<file path="src/rtl/ctrl_pkg.sv">
// ctrl_pkg: opcode values, AluOp encodings and the decoded control-word type shared by the pipeline control block.
package ctrl_pkg;
   localparam int unsigned OP_RTYPE = 0;
   localparam int unsigned OP_J     = 2;
   localparam int unsigned OP_BEQ   = 4;
   localparam int unsigned OP_BNE   = 5;
   localparam int unsigned OP_ADDI  = 8;
   localparam int unsigned OP_SLTI  = 10;
   localparam int unsigned OP_ANDI  = 12;
   localparam int unsigned OP_ORI   = 13;
   localparam int unsigned OP_LW    = 35;
   localparam int unsigned OP_SW    = 43;

   localparam logic [2:0] ALU_ADD     = 3'b000;
   localparam logic [2:0] ALU_SUB     = 3'b001;
   localparam logic [2:0] ALU_R_FUNCT = 3'b010;
   localparam logic [2:0] ALU_AND     = 3'b011;
   localparam logic [2:0] ALU_OR      = 3'b100;
   localparam logic [2:0] ALU_SLT     = 3'b101;

   typedef struct packed {
      logic       reg_dst;
      logic       alu_src;
      logic [2:0] alu_op;
      logic       mem_read;
      logic       mem_write;
      logic       branch;
      logic       bne;
      logic       reg_write;
      logic       mem_to_reg;
      logic       jump;
   } ctrl_t;
endpackage

</file>
<file path="src/rtl/ctrl_decode.sv">
// ctrl_decode: combinational opcode-to-control decode; unknown opcodes yield an all-zero word with illegal set.
module ctrl_decode import ctrl_pkg::*; #(
   parameter int OP_W = 6
) (
   input  logic [OP_W-1:0] op_code,
   output ctrl_t           ctrl,
   output logic            illegal
);
   always_comb begin
      ctrl = '0;
      illegal = 1'b0;
      case (op_code)
         OP_W'(OP_RTYPE): begin ctrl.reg_dst = 1'b1; ctrl.alu_op = ALU_R_FUNCT; ctrl.reg_write = 1'b1; end
         OP_W'(OP_J):     ctrl.jump = 1'b1;
         OP_W'(OP_BEQ):   begin ctrl.branch = 1'b1; ctrl.alu_op = ALU_SUB; end
         OP_W'(OP_BNE):   begin ctrl.branch = 1'b1; ctrl.bne = 1'b1; ctrl.alu_op = ALU_SUB; end
         OP_W'(OP_ADDI):  begin ctrl.alu_src = 1'b1; ctrl.alu_op = ALU_ADD; ctrl.reg_write = 1'b1; end
         OP_W'(OP_SLTI):  begin ctrl.alu_src = 1'b1; ctrl.alu_op = ALU_SLT; ctrl.reg_write = 1'b1; end
         OP_W'(OP_ANDI):  begin ctrl.alu_src = 1'b1; ctrl.alu_op = ALU_AND; ctrl.reg_write = 1'b1; end
         OP_W'(OP_ORI):   begin ctrl.alu_src = 1'b1; ctrl.alu_op = ALU_OR; ctrl.reg_write = 1'b1; end
         OP_W'(OP_LW):    begin ctrl.alu_src = 1'b1; ctrl.mem_read = 1'b1; ctrl.reg_write = 1'b1; ctrl.mem_to_reg = 1'b1; end
         OP_W'(OP_SW):    begin ctrl.alu_src = 1'b1; ctrl.mem_write = 1'b1; end
         default:         illegal = 1'b1;
      endcase
   end
endmodule

</file>
<file path="src/rtl/ctrl_pipeline.sv">
// ctrl_pipeline: pipelined MIPS control with ID/EX, EX/MEM, MEM/WB registers, load-use stall and branch/jump flush.
// Define STALL_COUNT_EN to add a saturating stall_count output.
module ctrl_pipeline import ctrl_pkg::*; #(
   parameter int OP_W    = 6,
   parameter int REG_W   = 5,
   parameter int ALUOP_W = 3,
   parameter int CNT_W   = 16
) (
   input  logic               clk,
   input  logic               rst,
   input  logic               id_valid,
   input  logic [OP_W-1:0]    id_op_code,
   input  logic [REG_W-1:0]   id_rs,
   input  logic [REG_W-1:0]   id_rt,
   input  logic               ex_branch_taken,
   output logic               stall,
   output logic               if_flush,
   output logic               id_jump,
   output logic               ex_reg_dst,
   output logic               ex_alu_src,
   output logic [ALUOP_W-1:0] ex_alu_op,
   output logic               mem_read,
   output logic               mem_write,
   output logic               mem_branch,
   output logic               mem_bne,
   output logic               wb_reg_write,
   output logic               wb_mem_to_reg,
   output logic               illegal_op
`ifdef STALL_COUNT_EN
   ,
   output logic [CNT_W-1:0]   stall_count
`endif
);
   ctrl_t dec;
   logic dec_illegal, hazard, bubble;
   logic ex_mem_read, ex_mem_write, ex_branch, ex_bne, ex_reg_write, ex_mem_to_reg;
   logic mem_reg_write, mem_mem_to_reg;
   logic [REG_W-1:0] ex_rt;

   ctrl_decode #(.OP_W(OP_W)) u_decode (.op_code(id_op_code), .ctrl(dec), .illegal(dec_illegal));

   // A taken branch flushes ID, so it masks both the stall and the jump.
   always_comb begin
      hazard = id_valid && ex_mem_read && (ex_rt != '0) && (ex_rt == id_rs || ex_rt == id_rt);
      stall = hazard && !ex_branch_taken;
      id_jump = id_valid && dec.jump && !ex_branch_taken;
      if_flush = ex_branch_taken || id_jump;
      bubble = ex_branch_taken || hazard || !id_valid;
   end

   always_ff @(posedge clk or posedge rst) begin
      if (rst) begin
         {ex_reg_dst, ex_alu_src, ex_alu_op, illegal_op, ex_rt} <= '0;
         {ex_mem_read, ex_mem_write, ex_branch, ex_bne, ex_reg_write, ex_mem_to_reg} <= '0;
         {mem_read, mem_write, mem_branch, mem_bne, mem_reg_write, mem_mem_to_reg} <= '0;
         {wb_reg_write, wb_mem_to_reg} <= '0;
      end else begin
         ex_reg_dst <= !bubble && dec.reg_dst;
         ex_alu_src <= !bubble && dec.alu_src;
         ex_alu_op <= bubble ? '0 : ALUOP_W'(dec.alu_op);
         illegal_op <= !bubble && dec_illegal;
         ex_rt <= id_rt;
         ex_mem_read <= !bubble && dec.mem_read;
         ex_mem_write <= !bubble && dec.mem_write;
         ex_branch <= !bubble && dec.branch;
         ex_bne <= !bubble && dec.bne;
         ex_reg_write <= !bubble && dec.reg_write;
         ex_mem_to_reg <= !bubble && dec.mem_to_reg;
         {mem_read, mem_write, mem_branch, mem_bne, mem_reg_write, mem_mem_to_reg} <=
            {ex_mem_read, ex_mem_write, ex_branch, ex_bne, ex_reg_write, ex_mem_to_reg};
         {wb_reg_write, wb_mem_to_reg} <= {mem_reg_write, mem_mem_to_reg};
      end
   end

`ifdef STALL_COUNT_EN
   always_ff @(posedge clk or posedge rst) begin
      if (rst) stall_count <= '0;
      else if (stall && !(&stall_count)) stall_count <= stall_count + 1'b1;
   end
`endif
endmodule

</file>
<file path="config.mk">
export PLATFORM = sky130hd
export DESIGN_NAME = ctrl_pipeline
export DESIGN_NICKNAME = d
export VERILOG_FILES = /design/src/rtl/ctrl_pkg.sv /design/src/rtl/ctrl_decode.sv /design/src/rtl/ctrl_pipeline.sv
export SDC_FILE = /design/constraint.sdc
export NUM_CORES = 1
export LEC_CHECK = 0
export ABC_AREA = 1
export ABC_CLOCK_PERIOD_IN_PS = 1500
export CAP_MARGIN = 30
export CORE_MARGIN = 2
export CORE_UTILIZATION = 30
export CTS_BUF_LIST = sky130_fd_sc_hd__clkbuf_2 sky130_fd_sc_hd__clkbuf_4 sky130_fd_sc_hd__clkbuf_8
export CTS_CLUSTER_SIZE = 20
export DETAILED_ROUTE_END_ITERATION = 10
export GPL_TIMING_DRIVEN = 0
export PLACE_DENSITY = 0.66
export SYNTH_ARGS = -nofsm -noshare
export SYNTH_HDL_FRONTEND = slang
export SYNTH_SLANG_ARGS = --single-unit
</file>
<file path="constraint.sdc">
create_clock -name clk -period 1.5 [get_ports clk]
set_input_delay 0.3 -clock clk [delete_from_list [all_inputs] [get_ports clk]]
set_output_delay 0.3 -clock clk [all_outputs]
set_load 0.03 [all_outputs]
</file>
# Word-level counts from Yosys, hierarchy flattened
# Cells that the tools add are included.
# totals
reg_bits	23
ram_bits	0
latchBits	0
output_inout_bits	15
input_bits	20
mem_count	0
rom_bits	0
# op_classes
n_div	0
order_cmp	0
mux	11
bitwise_logic	0
add_sub_neg	0
eq_ne	11
reduce_logical	27
shifts	0
multipliers	0
# ops
operator	n
$eq 6x4->1 const B	4
$pmux 3 s5	1
$logic_and 1x1->1	14
$eq 6x3->1 const B	2
$eq 6x6->1 const B	2
$reduce_or 6->1	2
$eq 5x5->1	2
$reduce_or 10->1	1
$mux 1	9
$eq 6x2->1 const B	1
$logic_not 6->1	1
$reduce_bool 5->1	1
$logic_or 1x1->1	4
$logic_not 1->1	3
$mux 3	1
$reduce_or 2->1	1

# Depth between registers and ports, before layout
# logic_depth
ltp_word	7
depth_mapped	10

# Modules after synthesis
# From an unflattened synthesis, not the netlist that was laid out.
# unflattened
cells_unflattened	159
hier_area_um2	1207.4
# modules_own_cells
module	cells_each	seq_area_each_um2	area_per_inst_um2	n_inst
ctrl_pipeline	107	625.6	967.2	1
ctrl_decode	52	0.0	240.2	1

# Worst setup path after synthesis
# OpenSTA, ideal clock, no wires.
# synth_timing
kind	in2out
start	in id_op_code[5]
end	out id_jump
slack_ns	-0.156
required_time_ns	1.200
n_path_buf	0
stages	5
arrival_time_ns	1.356
cell_sequence	nor2_2 > inv_1 > nor2_1 > nand3_1 > nor3_1
# synth_between
elab_chain_cells	4
# synth_lines
item	line	text
from (decl)	ctrl_pipeline.sv:12	input logic [OP_W-1:0] id_op_code,
$eq 6x2->1	ctrl_decode.sv:12	case (op_code)
$mux 1	ctrl_decode.sv:12	
$logic_and 1x1->1 (2 in series)	ctrl_pipeline.sv:46	id_jump = id_valid && dec.jump && !ex_branch_taken;
to (decl)	ctrl_pipeline.sv:18	output logic id_jump,
# No other way between the ends.

# Worst setup path after layout
# layout_timing
start	in id_rt[2]
end	out stall
# layout_between
elab_chain_cells	4
# layout_lines
item	line	text
from (decl)	ctrl_pipeline.sv:14	input logic [REG_W-1:0] id_rt,
$eq 5x5->1	ctrl_pipeline.sv:44	hazard = id_valid && ex_mem_read && (ex_rt != '0) && (ex_rt == id_rs || ex_rt == id_rt);
$logic_or 1x1->1	ctrl_pipeline.sv:44	
$logic_and 1x1->1	ctrl_pipeline.sv:44	
$logic_and 1x1->1	ctrl_pipeline.sv:45	stall = hazard && !ex_branch_taken;
to (decl)	ctrl_pipeline.sv:16	output logic stall,
# No other way between the ends.

==> qor.tcl <==
set qor(worst-slew-pin-transition_ps) 817
set qor(registers.top_by_ff_count) {ex_rt}
set qor(cp-end-kind) {output port}
set qor(yosys_register_bits) 23
set qor(gr-total-overflow) 0
set qor(via_count) 960
set qor(dr.first_iter.drc_count) 28
set qor(globalplace.congestion) 0.811
set qor(drcViolationCount) 0
set qor(clk-insertion-delay-late_ps) 300
set qor(hold_violations) 0
set qor(timing_max_transition_violations_final) 0
set qor(port-buffer-count) 34
set qor(fmax_mhz) 554
set qor(biggestRegsByFlops) {ex_rt x5, ex_alu_op x3}
set qor(grt_antenna_before_repair) 0
set qor(synth.distinct_cells) 15
set qor(clock_pin_slew_reported_for_the_worst_setup_and_hold_paths_after_clock_tree_synthesis_ps) 110
set qor(setup_viol) 1
set qor(worstSetupStartpoint) {id_rt[2]}
set qor(post_layout_nonfiller_instances) 230
set qor(critical_path_required_ps) 1200
set qor(critPathTopFamily) {buffers and inverters}
set qor(arrival_ps) 1500
set qor(postSynthNetCount) 157
set qor(grt_pass1_wl_microns) 3750
set qor(unrepaired_setup_endpoints_after_global_routing) {yes}
set qor(die_h_microns) 63.4
set qor(worstHoldPathType) {in2reg}
set qor(clock_tree_from_tritoncts) {built}
set qor(crit_path_frequent_cell) {sky130_fd_sc_hd__nand2_1}
set qor(synth_top_family_by_area) {simple AND/OR/NAND/NOR gates}
set qor(fin_crit_ps) 1800
set qor(timing.max_cap.violations) 0
set qor(largest_register_ffs) 5
set qor(synth.mux.area_fraction_pct) 0
set qor(detail_route.vias_per_cell) 4.17
set qor(power.leakage_nw) 0.905
set qor(grt_pass1_vias) 951
set qor(maximum_number_of_pins_on_one_net_before_global_route_repair) 24
set qor(numClockSinks) 23
set qor(fp.coreArea_sq_um) 3360
set qor(finalCoreUtilization_pct) 46.7
set qor(peakVddDrop_mv) 0.212
set qor(slew_headroom_pct) 45.5
set qor(yosys_warnings) 0
set qor(area_growth_synth_to_finish_pct) 48.1
set qor(synth-adder-area-share_pct) 0
set qor(synth-edff-count) 0
set qor(critical_path_peak_fanout) 3
set qor(violated_checks) {setup timing}
set qor(most_common_cell_after_layout_fill_and_taps_aside) {sky130_fd_sc_hd__nand2_1}
set qor(grt_usage_pct) 11.7
set qor(ctsRootBufferMaster) {sky130_fd_sc_hd__clkbuf_4}
set qor(reg2regPathDepth) 10
set qor(worst_path_max_delay_cell) {sky130_fd_sc_hd__clkdlybuf4s50_1}
set qor(ioPinCount) 35
set qor(powerDensity_nw_per_um2) 700
set qor(place_inst) 217
set qor(timing.critical_path.buf_inv) 3
set qor(yosys_most_used_dff) {sky130_fd_sc_hd__dfrtp_1}
set qor(num_antenna_cells) 0
set qor(ant_nets) 0
set qor(timing.critical_path.from_type) {input pin}
set qor(wl_per_cell_microns) 9.75
set qor(synth-seq-area-share_pct) 54.3
set qor(cp.depth) 10
set qor(timing.critical_path.slowest_cell_delay_ps) 510
set qor(synthesis.area_sq_um) 1060
set qor(reg2reg_setup_slack_ps) 90
set qor(outcome) {complete, but fails checks}
set qor(startpoint_of_the_worst_register_to_register_path) {ex_rt[0]$_DFF_PP0_}
set qor(final_layout_size_suffix_gt1_share_pct) 22.3
set qor(totalPowerFinal_mw) 1.10
set qor(drt_wl_total_microns) 2240
set qor(synthXorXnorAreaFrac_pct) 1.65
set qor(nets) 205
set qor(finalCritPeriodShare_pct) 120
set qor(final_cell_mix) {sky130_fd_sc_hd__nand2_1 (31), sky130_fd_sc_hd__nor2_1 (26), sky130_fd_sc_hd__dfrtp_1 (23), sky130_fd_sc_hd__inv_1 (22), sky130_fd_sc_hd__dlygate4sd2_1 (18)}
set qor(die_width_microns) 63.4
set qor(start_util_pct) 31.5
set qor(cts_inserted_buffers) 3
set qor(crit_chain) {clkdlybuf4s50_1 -> inv_1 -> nand2_1 -> nand2_1 -> nor2_1 -> nand3_1 -> nand2_1 -> nand2_2 -> nor2_2 -> buf_6}
set qor(r2r-end) {ex_alu_op[0]$_DFF_PP0_}
set qor(timing.critical_path.to) {stall}
set qor(cts_htree_levels) 1
set qor(post_cts_hold_buffer_count) 0
set qor(critical_path_class) {in2out}
set qor(synthArstFlopShare_pct) 100
set qor(clock_tree.buffer_depth) 2
set qor(detailed_place_hpwl_microns) 1600
set qor(synth_area_per_cell_sq_um) 7.74
set qor(row_count) 21
set qor(yosys.area_share.simple_pct) 32.6
set qor(drt_pre_antenna_iters) 5
set qor(cells_after_synthesis) 137
set qor(finClkSkew_ps) 4.63
set qor(setup_slack_ps) -305
set qor(floorplan.die_area_sq_um) 4020
set qor(synth_compound_area_share_pct) 1.18
[synth_stat cells, types with 2 or more instances]
cell,n,share of area (%)
sky130_fd_sc_hd__nor3_1,5,2.4
sky130_fd_sc_hd__nand2_2,2,1.2
sky130_fd_sc_hd__nand2_1,32,11
sky130_fd_sc_hd__nand4_1,2,1.2
sky130_fd_sc_hd__xnor2_1,2,1.7
sky130_fd_sc_hd__nor2_1,34,12
sky130_fd_sc_hd__dfrtp_1,23,54
sky130_fd_sc_hd__inv_1,25,8.9
sky130_fd_sc_hd__nor2_2,2,1.2
sky130_fd_sc_hd__nand3_1,5,2.4
[stage by stage]
step	setup slack [ps]	setup TNS [ps]	cell area (sq um)	hold WS [ps]
2_1_floorplan	3.12	0	1070	302
3_3_place_gp	-852	-4010	1470	333
3_5_place_dp	-925	-4420	1470	335
4_1_cts	-288	-288	1540	260
5_1_grt	-395	-447	1570	258
6_report	-305	-305	1570	272
[final cells by class]
type | count | area, sq um
Timing Repair Buffer | 43 | 377
Inverter | 26 | 97.6
Tap cell | 46 | 57.6
Clock inverter | 1 | 5.00
Sequential cell | 23 | 576
Clock buffer | 3 | 22.5
Buffer | 1 | 11.3
Fill cell | 353 | 1790
Multi-Input combinational cell | 87 | 423
[how the worst min path moves through the flow]
stage                                      start                      end  cells past startpoint
after global routing                    id_rt[1]       ex_rt[1]$_DFF_PP0_                      1
after CTS                               id_rt[1]       ex_rt[1]$_DFF_PP0_                      1
after floorplan                              rst   ex_alu_op[0]$_DFF_PP0_                      1
final                                   id_rt[1]       ex_rt[1]$_DFF_PP0_                      1
after detailed placement  ex_mem_write$_DFF_PP0_      mem_write$_DFF_PP0_                      0
after global placement    ex_reg_write$_DFF_PP0_  mem_reg_write$_DFF_PP0_                      0
[cells by family after synthesis]
group / after synthesis
buf+inv: 27
xor+xnor: 2
simple gates: 83
flops: 23
compound gates: 2
[repair_timing]
| action | 4_1_cts | 5_1_grt |
|---|---|---|
| endpoints found under the setup margin | 15 | 13 |
| pin swaps | 8 | 10 |
| buffers inserted | 8 | 0 |
| gates resized for setup | 58 | 14 |
| gates cloned | 0 | 1 |
| endpoints found under the hold margin | 0 | 0 |
[report_power, final]
group | leakage [nW] | switching (mW) | internal, mW
clock | 0.0177 | 0.169 | 0.0993
combinational | 0.579 | 0.105 | 0.0855
sequential | 0.308 | 0.00791 | 0.632
[worst reg2reg max path, delay by kind of cell (launching register included)]
kind,cells,cell delay (ps)
and+or+nand+nor,8,610
DFF,1,440
buffers and inverters,2,260
[layer usage]
metal	GRT usage [%]	part of all wire (%)	vias to the layer above
met4	6.79	2.5	0
met5	0	0	-
met1	13.7	42	427
li1	-	-	494
met2	20.4	51	33
met3	1.25	4.9	6
(Power assumes the default switching activity.)
